<file path="src/rtl/mem_port_arbiter.sv">
// N-port arbiter and timing sequencer for one asynchronous SRAM bank.
// Define ARB_ROUND_ROBIN_EN for round-robin arbitration; otherwise the lowest requesting index wins.
module mem_port_arbiter #(
  parameter int NUM_PORTS   = 2,
  parameter int ADDR_W      = 20,
  parameter int DATA_W      = 32,
  parameter int WAIT_CYCLES = 1
) (
  input  logic                            clk,
  input  logic                            rst,
  input  logic [NUM_PORTS-1:0]            req,
  input  logic [NUM_PORTS-1:0]            we,
  input  logic [NUM_PORTS*32-1:0]         addr,
  input  logic [NUM_PORTS*DATA_W-1:0]     wdata,
  input  logic [NUM_PORTS*(DATA_W/8)-1:0] be,
  output logic [NUM_PORTS-1:0]            ack,
  output logic [DATA_W-1:0]               rdata,
  output logic                            busy,
  output logic [ADDR_W-1:0]               ram_addr,
  output logic [DATA_W-1:0]               ram_dq_o,
  output logic                            ram_dq_oe,
  input  logic [DATA_W-1:0]               ram_dq_i,
  output logic [DATA_W/8-1:0]             ram_be_n,
  output logic                            ram_ce_n,
  output logic                            ram_oe_n,
  output logic                            ram_we_n
);
  localparam int BE_W = DATA_W / 8;
  localparam int PW   = (NUM_PORTS > 1) ? $clog2(NUM_PORTS) : 1;
  localparam int CW   = $clog2(WAIT_CYCLES + 1);

  typedef enum logic [1:0] {IDLE, SETUP, ACCESS, DONE} state_t;

  logic [NUM_PORTS-1:0][ADDR_W-1:0] p_addr;
  logic [NUM_PORTS-1:0][DATA_W-1:0] p_wdata;
  logic [NUM_PORTS-1:0][BE_W-1:0]   p_be;

  for (genvar i = 0; i < NUM_PORTS; i++) begin : g_port
    assign p_addr[i]  = addr[32*i+2 +: ADDR_W];
    assign p_wdata[i] = wdata[DATA_W*i +: DATA_W];
    assign p_be[i]    = be[BE_W*i +: BE_W];
  end

  // Byte-offset and out-of-bank address bits are dropped on purpose.
  logic unused_addr_bits;
  assign unused_addr_bits = ^addr;

  state_t              state_q, state_d;
  logic [CW-1:0]       cnt_q, cnt_d;
  logic [PW-1:0]       win_q, grant_idx;
  logic                grant_vld, start;
  logic                we_q;
  logic [ADDR_W-1:0]   addr_q;
  logic [DATA_W-1:0]   wdata_q;
  logic [BE_W-1:0]     be_q;
  logic                act, rd_cap_q;

  logic [NUM_PORTS-1:0] ack_q;
  logic [DATA_W-1:0]    rdata_q, dq_o_q;
  logic [ADDR_W-1:0]    ram_addr_q;
  logic [BE_W-1:0]      be_n_q;
  logic                 busy_q, dq_oe_q, ce_n_q, oe_n_q, we_n_q;

`ifdef ARB_ROUND_ROBIN_EN
  logic [PW-1:0] rr_ptr_q, rr_sel;

  // Walk from farthest to nearest so the port just after rr_ptr wins last.
  always_comb begin
    grant_vld = 1'b0;
    grant_idx = '0;
    rr_sel    = '0;
    for (int k = NUM_PORTS; k >= 1; k--) begin
      rr_sel = PW'((int'(rr_ptr_q) + k) % NUM_PORTS);
      if (req[rr_sel]) begin
        grant_vld = 1'b1;
        grant_idx = rr_sel;
      end
    end
  end

  always_ff @(posedge clk) begin
    if (!rst)       rr_ptr_q <= PW'(NUM_PORTS - 1);
    else if (start) rr_ptr_q <= grant_idx;
  end
`else
  always_comb begin
    grant_vld = 1'b0;
    grant_idx = '0;
    for (int i = NUM_PORTS - 1; i >= 0; i--) begin
      if (req[PW'(i)]) begin
        grant_vld = 1'b1;
        grant_idx = PW'(i);
      end
    end
  end
`endif

  // The idle cycle that carries the ack still sees the old req, so it never arbitrates.
  assign start = (state_q == IDLE) && grant_vld && (ack_q == '0);
  assign act   = (state_q == SETUP) || (state_q == ACCESS);

  always_comb begin
    state_d = state_q;
    cnt_d   = cnt_q;
    unique case (state_q)
      IDLE:    if (start) state_d = SETUP;
      SETUP: begin
        state_d = ACCESS;
        cnt_d   = CW'(WAIT_CYCLES - 1);
      end
      ACCESS:  if (cnt_q == '0) state_d = DONE;
               else             cnt_d   = cnt_q - 1'b1;
      DONE:    state_d = IDLE;
      default: state_d = IDLE;
    endcase
  end

  always_ff @(posedge clk) begin
    if (!rst) begin
      state_q    <= IDLE;
      cnt_q      <= '0;
      win_q      <= '0;
      we_q       <= 1'b0;
      addr_q     <= '0;
      wdata_q    <= '0;
      be_q       <= '0;
      rd_cap_q   <= 1'b0;
      ack_q      <= '0;
      rdata_q    <= '0;
      busy_q     <= 1'b0;
      ram_addr_q <= '0;
      dq_o_q     <= '0;
      dq_oe_q    <= 1'b0;
      be_n_q     <= '1;
      ce_n_q     <= 1'b1;
      oe_n_q     <= 1'b1;
      we_n_q     <= 1'b1;
    end else begin
      state_q <= state_d;
      cnt_q   <= cnt_d;
      if (start) begin
        win_q   <= grant_idx;
        we_q    <= we[grant_idx];
        addr_q  <= p_addr[grant_idx];
        wdata_q <= p_wdata[grant_idx];
        be_q    <= p_be[grant_idx];
      end
      // Pins are a registered decode of the current state, one cycle behind it.
      busy_q  <= (state_q != IDLE);
      ce_n_q  <= !act;
      oe_n_q  <= !(act && !we_q);
      we_n_q  <= !((state_q == ACCESS) && we_q && (be_q != '0));
      dq_oe_q <= (state_q != IDLE) && we_q;
      if (act && !we_q)                 be_n_q <= '0;
      else if (state_q != IDLE && we_q) be_n_q <= ~be_q;
      else                              be_n_q <= '1;
      if (state_q != IDLE)         ram_addr_q <= addr_q;
      if (state_q != IDLE && we_q) dq_o_q     <= wdata_q;
      ack_q <= '0;
      if (state_q == DONE) ack_q[win_q] <= 1'b1;
      // Sample the bus while the pins show the last access cycle.
      rd_cap_q <= (state_q == ACCESS) && (cnt_q == '0) && !we_q;
      if (rd_cap_q) rdata_q <= ram_dq_i;
    end
  end

  assign ack       = ack_q;
  assign rdata     = rdata_q;
  assign busy      = busy_q;
  assign ram_addr  = ram_addr_q;
  assign ram_dq_o  = dq_o_q;
  assign ram_dq_oe = dq_oe_q;
  assign ram_be_n  = be_n_q;
  assign ram_ce_n  = ce_n_q;
  assign ram_oe_n  = oe_n_q;
  assign ram_we_n  = we_n_q;
endmodule
</file>
<file path="config.mk">
export PLATFORM = sky130hd
export DESIGN_NAME = mem_port_arbiter
export DESIGN_NICKNAME = d
export VERILOG_FILES = /design/src/rtl/mem_port_arbiter.sv
export SDC_FILE = /design/constraint.sdc
export NUM_CORES = 1
export LEC_CHECK = 0
export BUFFER_PORTS_ARGS = -buffer_cell sky130_fd_sc_hd__buf_2
export CORE_UTILIZATION = 40
export CTS_CLUSTER_DIAMETER = 30
export DETAILED_ROUTE_END_ITERATION = 7
export PLACE_DENSITY = 0.69
export SLEW_MARGIN = 20
export SYNTH_ARGS = -nofsm -noshare
export SYNTH_HDL_FRONTEND = slang
export SYNTH_SLANG_ARGS = --single-unit
export TNS_END_PERCENT = 20
</file>
<file path="constraint.sdc">
create_clock -name clk -period 4 [get_ports clk]
set_clock_uncertainty 0.1 [all_clocks]
set_input_delay 0.4 -clock clk [delete_from_list [all_inputs] [get_ports clk]]
set_output_delay 0.4 -clock clk [all_outputs]
set_load 0.05 [all_outputs]
</file>
; Word level (Yosys, flattened, before mapping)
; Cells that the tools add are included.
; W data, S select, Z words.
[classes]
n_mux = 19
eq_ne = 5
n_addsub = 1
bitwise = 2
magnitude_cmp = 3
reduce_logical = 21
[op_table]
columns = operator, count
row1 = $mux W32, 2
row2 = $mux W20, 2
row3 = $mux W4, 4
row4 = $logic_and A1 B1 Y1, 9
row5 = $pmux W2 S4, 1
row6 = $mux W1, 6
row7 = $eq A2 B2 Y1 const B, 2
row8 = $logic_not A1 Y1, 4
row9 = $logic_not A2 Y1, 2
row10 = $lt A1 B2 Y1 const B, 2
row11 = $mux W2, 2
row12 = $ne A2 B2 Y1 const B, 2
row13 = $not A4 Y4, 1
row14 = $reduce_and A2 Y1, 2
row15 = $reduce_bool A2 Y1, 2
row16 = $reduce_bool A4 Y1, 1
row17 = $eq A2 B1 Y1 const B, 1
row18 = $pmux W1 S2, 1
row19 = $demux W1 S1, 1
row20 = $ge A1 B1 Y1 const B, 1
row21 = $logic_or A1 B1 Y1, 1
row22 = $not A1 Y1, 1
row23 = $sub A1 B1 Y1 const B, 1
[totals]
ff_bits = 157
inputBits = 174
out_inout_bits = 95

; Longest topological paths before layout
[depth]
depth_word = 5
mapped_depth = 8

; Least setup slack after synthesis
; No wires, ideal clock.
[synth_timing]
kind = register -> register
startpoint = register ack_q[0], in the netlist ack[0]
endpoint = register addr_q[0]
path_buffers = 2
path_stages_with_launch = 6
arrival_ns = 1.359
required_time_ns = 3.830
slack_ns = 2.471
cell_sequence = dfxtp_1 nand2b_1 buf_4 buf_2 nand2_1 a21boi_1
[synth_between]
elab_chain_cells = 2
[synth_rtl]
columns = item, line
row1 = from (decl), 58  ; logic [NUM_PORTS-1:0] ack_q;
row2 = from (signal assigned), 128  ; ack_q <= '0;
row3 = from (signal assigned), 159  ; ack_q <= '0;
row4 = "from (signal, indexed assignment)", 160  ; if (state_q == DONE) ack_q[win_q] <= 1'b1;
row5 = $logic_not A2 Y1, 99  ; assign start = (state_q == IDLE) && grant_vld && (ack_q == '0);
row6 = $logic_and A1 B1 Y1, 99
row7 = to (signal assigned), 144  ; addr_q <= p_addr[grant_idx];
row8 = to (decl), 53  ; logic [ADDR_W-1:0] addr_q;
; Every way passes these cells.
; A chain may end at the register's enable or synchronous reset.

; Final worst setup path
[layout_timing]
startpoint = register state_q[1]
endpoint = register wdata_q[4]
[layout_between]
elab_chain_cells = 3
[layout_rtl]
columns = item, line
row1 = from (decl), 48  ; state_t state_q, state_d;
row2 = from (signal assigned), 139  ; state_q <= state_d;
row3 = $logic_not A2 Y1, 99
row4 = $logic_and A1 B1 Y1 (2 in a row), 99
row5 = to (signal assigned), 145  ; wdata_q <= p_wdata[grant_idx];
row6 = to (decl), 54  ; logic [DATA_W-1:0] wdata_q;
; Every way passes these cells.

==> flow_metrics.py <==
metrics = {
    "yosys": {
        "ys_types": 22,
        "synth_async_sr_flop_share_pct": 0,
        "synth_compound_gate_area_share_pct": 12.5,
        "synth_edf_count": 0,
        "synthFlopType": "dfxtp_1",
        "yosys_warnings": 0,
        "count_of_state_elements_after_synthesis": 154,
        "synth_largest_area_cell": "dfxtp_1",
        "synth_most_common_cell": "nand2_1",
        "adder_cell_share_of_the_synthesized_area_pct": 0.871,
        "netlist_area_um2": 5750,
        "yosys.area_share.simple_pct": 19.2,
        "syn_inst": 605,
        "dominant_combinational_cell_family_by_area_after_synthesis": "simple AND/OR/NAND/NOR gates",
        "synth_top_area_share_pct": 53.6,
        "yosys.area_share.xor_xnor_pct": 0,
        "sequential_area_share_after_synthesis_pct": 53.6,
        "most_used_standard_cells_in_the_synthesized_netlist": "187 x nand2_1, 154 x dfxtp_1, 55 x a21boi_0, 55 x nor2b_1, 52 x mux2i_1",
        "synth.mux.area_fraction_pct": 9.06,
        "syn-mean-instance-area_um2": 9.50,
        "ys_top_cells_by_area": "dfxtp_1 54%, nand2_1 12%, mux2i_1 9.1%",
        "syn-num-nets": 783,
    },
    "detailed_routing": {
        "finalWirelength_um": 12400,
        "drtIter0Drc": 177,
        "routedWlPerCell_um": 12.9,
        "drcViolationCount": 0,
        "via_count": 4428,
        "route.detailed.vias_per_inst": 4.59,
        "detailedRoute.firstPassIterationCount": 4,
        "route.antenna.remaining_nets": 0,
    },
    "setup_path": {
        "critPathRequiredTime_ps": 4240,
        "setup.worst_path.end_class": "flip-flop",
        "criticalPathCategory": "reg2reg",
        "crit_path_start_kind": "flip-flop",
        "path_max_fanout": 31,
        "arrival_ps": 2620,
    },
    "cts": {
        "ctsHtreeMaxLevel": 4,
        "numClockSinks": 154,
        "tritoncts_clock_tree": "yes",
        "cts_buffer_depth": 2,
        "postCtsSetupRepairBufs": 0,
        "post_cts.resized_instances": 0,
        "insertion_delay_ps": 420,
        "clock_tree.root_cell": "clkbuf_16",
        "cts_inserted_buffers": 17,
        "cts.hold.buffers_added": 0,
        "clkSlewWorstSetupHoldPaths_ps": 60,
    },
    "layout": {
        "multi_input_comb_area_um2": 2410,
        "final_core_util_pct": 52.7,
        "area.sequential_um2": 3080,
        "finalNetCount": 950,
        "area_growth_pct": 27.8,
        "n_antenna_cell": 0,
        "final-instance-count-excl-fill": 964,
        "layout-drive-gt1-share_pct": 29.0,
        "nFillCells": 1334,
    },
    "die": {
        "dieArea_um2": 14900,
        "pin_count": 269,
        "placement_rows": 43,
        "floorplan.core_area_um2": 13900,
        "initial_util_pct": 41.2,
        "die_height_um": 122,
        "die_w_um": 122,
    },
    "sta": {
        "fmaxAchievable_mhz": 420,
        "timing_worst_slew_pin_value_ps": 982,
        "final-setup-viol-count": 0,
        "period_minus_slack_ps": 2380,
        "timing_hold_violations_final": 0,
        "timing.final.crit_share_pct": 59.5,
        "setup_tns_final_ps": 0,
        "unrepaired_setup_endpoints_after_global_routing": "false",
        "slew_violations": 0,
        "max_slew_margin_pct": 34.5,
        "whs_ps": 117,
    },
    "global_route": {
        "antenna_found_initial": 0,
        "grt_pass1_wl_um": 19400,
        "grt_max_degree": 117,
        "number_of_global_route_vias_before_repair": 3958,
        "globalRouteTotalUtil_pct": 16.9,
        "grt-ovfl-total": 0,
    },
    "power": {
        "power.density_cell_area_nw_per_um2": 718,
        "peakVddDrop_v": 0.000374,
        "power.leakage_nw": 3.23,
        "total_power_of_the_final_layout_mw": 5.28,
    },
    "placement": {
        "place.detailed.instances": 933,
        "portBuffers": 184,
        "globalplace.congestion": 0.697,
        "dp_hpwl_um": 8070,
    },
    "job": {
        "max_cap_viol": 0,
    },
    "worst_hold_path": {
        "worst_hold_path_type": "in2reg",
    },
    "status": {
        "run_status": "finished clean",
    },
}
[state kept, by name (all words and copies together), names as in the netlist]
| name | cells |
|---|---|
| ram_oe_n | 1 |
| addr_q | 20 |
| ram_dq_oe | 1 |
| ram_ce_n | 1 |
| wdata_q | 32 |
| we_q | 1 |
| rd_cap_q | 1 |
| state_q | 2 |
| ram_dq_o | 32 |
| ack | 1 |
| rdata | 32 |
| busy | 1 |
| ram_be_n | 4 |
| be_q | 4 |
| ram_addr | 20 |
| ram_we_n | 1 |
[final cells by class]
type	count	share of cell area [%]
Clock buffer	21	6.41
Clock inverter	10	2.27
Inverter	2	0.102
Multi-Input combinational cell	405	32.8
Sequential cell	154	42.0
Tap cell	180	3.07
Timing Repair Buffer	192	13.4
[cells by family (layout without fill, tap and decap cells)]
group | count (synthesis) | after routing
flip-flops | 154 | 154
buffers and inverters | 46 | 225
adder cells (fa/ha/maj) | 4 | 4
AO/OA/AOI/OAI | 96 | 96
other | 1 | 1
multiplexers | 52 | 52
AND/OR/NAND/NOR | 252 | 252
[power breakdown]
group	total, mW	switching (mW)	internal, mW
Sequential	1.99	0.163	1.83
Clock	1.71	0.616	1.09
Combinational	1.58	1.10	0.484
[cells in the final DEF, fill, tap and decap left out, types with 4 or more instances in the layout]
cell type    n
clkbuf_16   17
a21boi_1    36
buf_2      183
mux2i_1     52
bufinv_16    4
dfxtp_1    153
nor2b_1     54
a21o_1       4
a21boi_0    55
buf_4        9
nand2_1    187
[layer usage]
metal | track usage (%) | share of wire [%] | vias up
met5 | 0 | 0 | -
met1 | 21.5 | 47 | 2029
met3 | 4.54 | 4.5 | 15
li1 | - | - | 2290
met2 | 26.9 | 47 | 94
met4 | 7.18 | 1.5 | 0
[metrics by stage]
stage          setup slack, ps  area, um2
2_1_floorplan             2470       5750
3_3_place_gp              1620       6710
6_report                  1620       7340
4_1_cts                   1560       7340
3_5_place_dp              1610       6710
5_1_grt                   1390       7340
[worst max-delay path, stage by stage (launching register included)]
cell	delay (ps)
dfxtp_1	340
inv_1	90
ha_2	500
and2b_2	650
buf_4	380
nand2_1	80
a21boi_0	150
[worst paths after layout]
| kind | cells after the start | start | endpoint | slack [ps] |
|---|---|---|---|---|
| setup / recovery | 6 | state_q[1]$_SDFFE_PN0P_ | wdata_q[4]$_SDFFE_PN0P_ | 1620 |
| hold / removal | 3 | addr[4] | addr_q[2]$_SDFFE_PN0P_ | 120 |
| setup reg to reg | 6 | state_q[1]$_SDFFE_PN0P_ | wdata_q[4]$_SDFFE_PN0P_ | 1620 |
| hold reg to reg | 2 | wdata_q[25]$_SDFFE_PN0P_ | ram_dq_o[25]$_SDFFE_PN0P_ | 340 |
No activity file was read; power rests on OpenSTA's default activity.
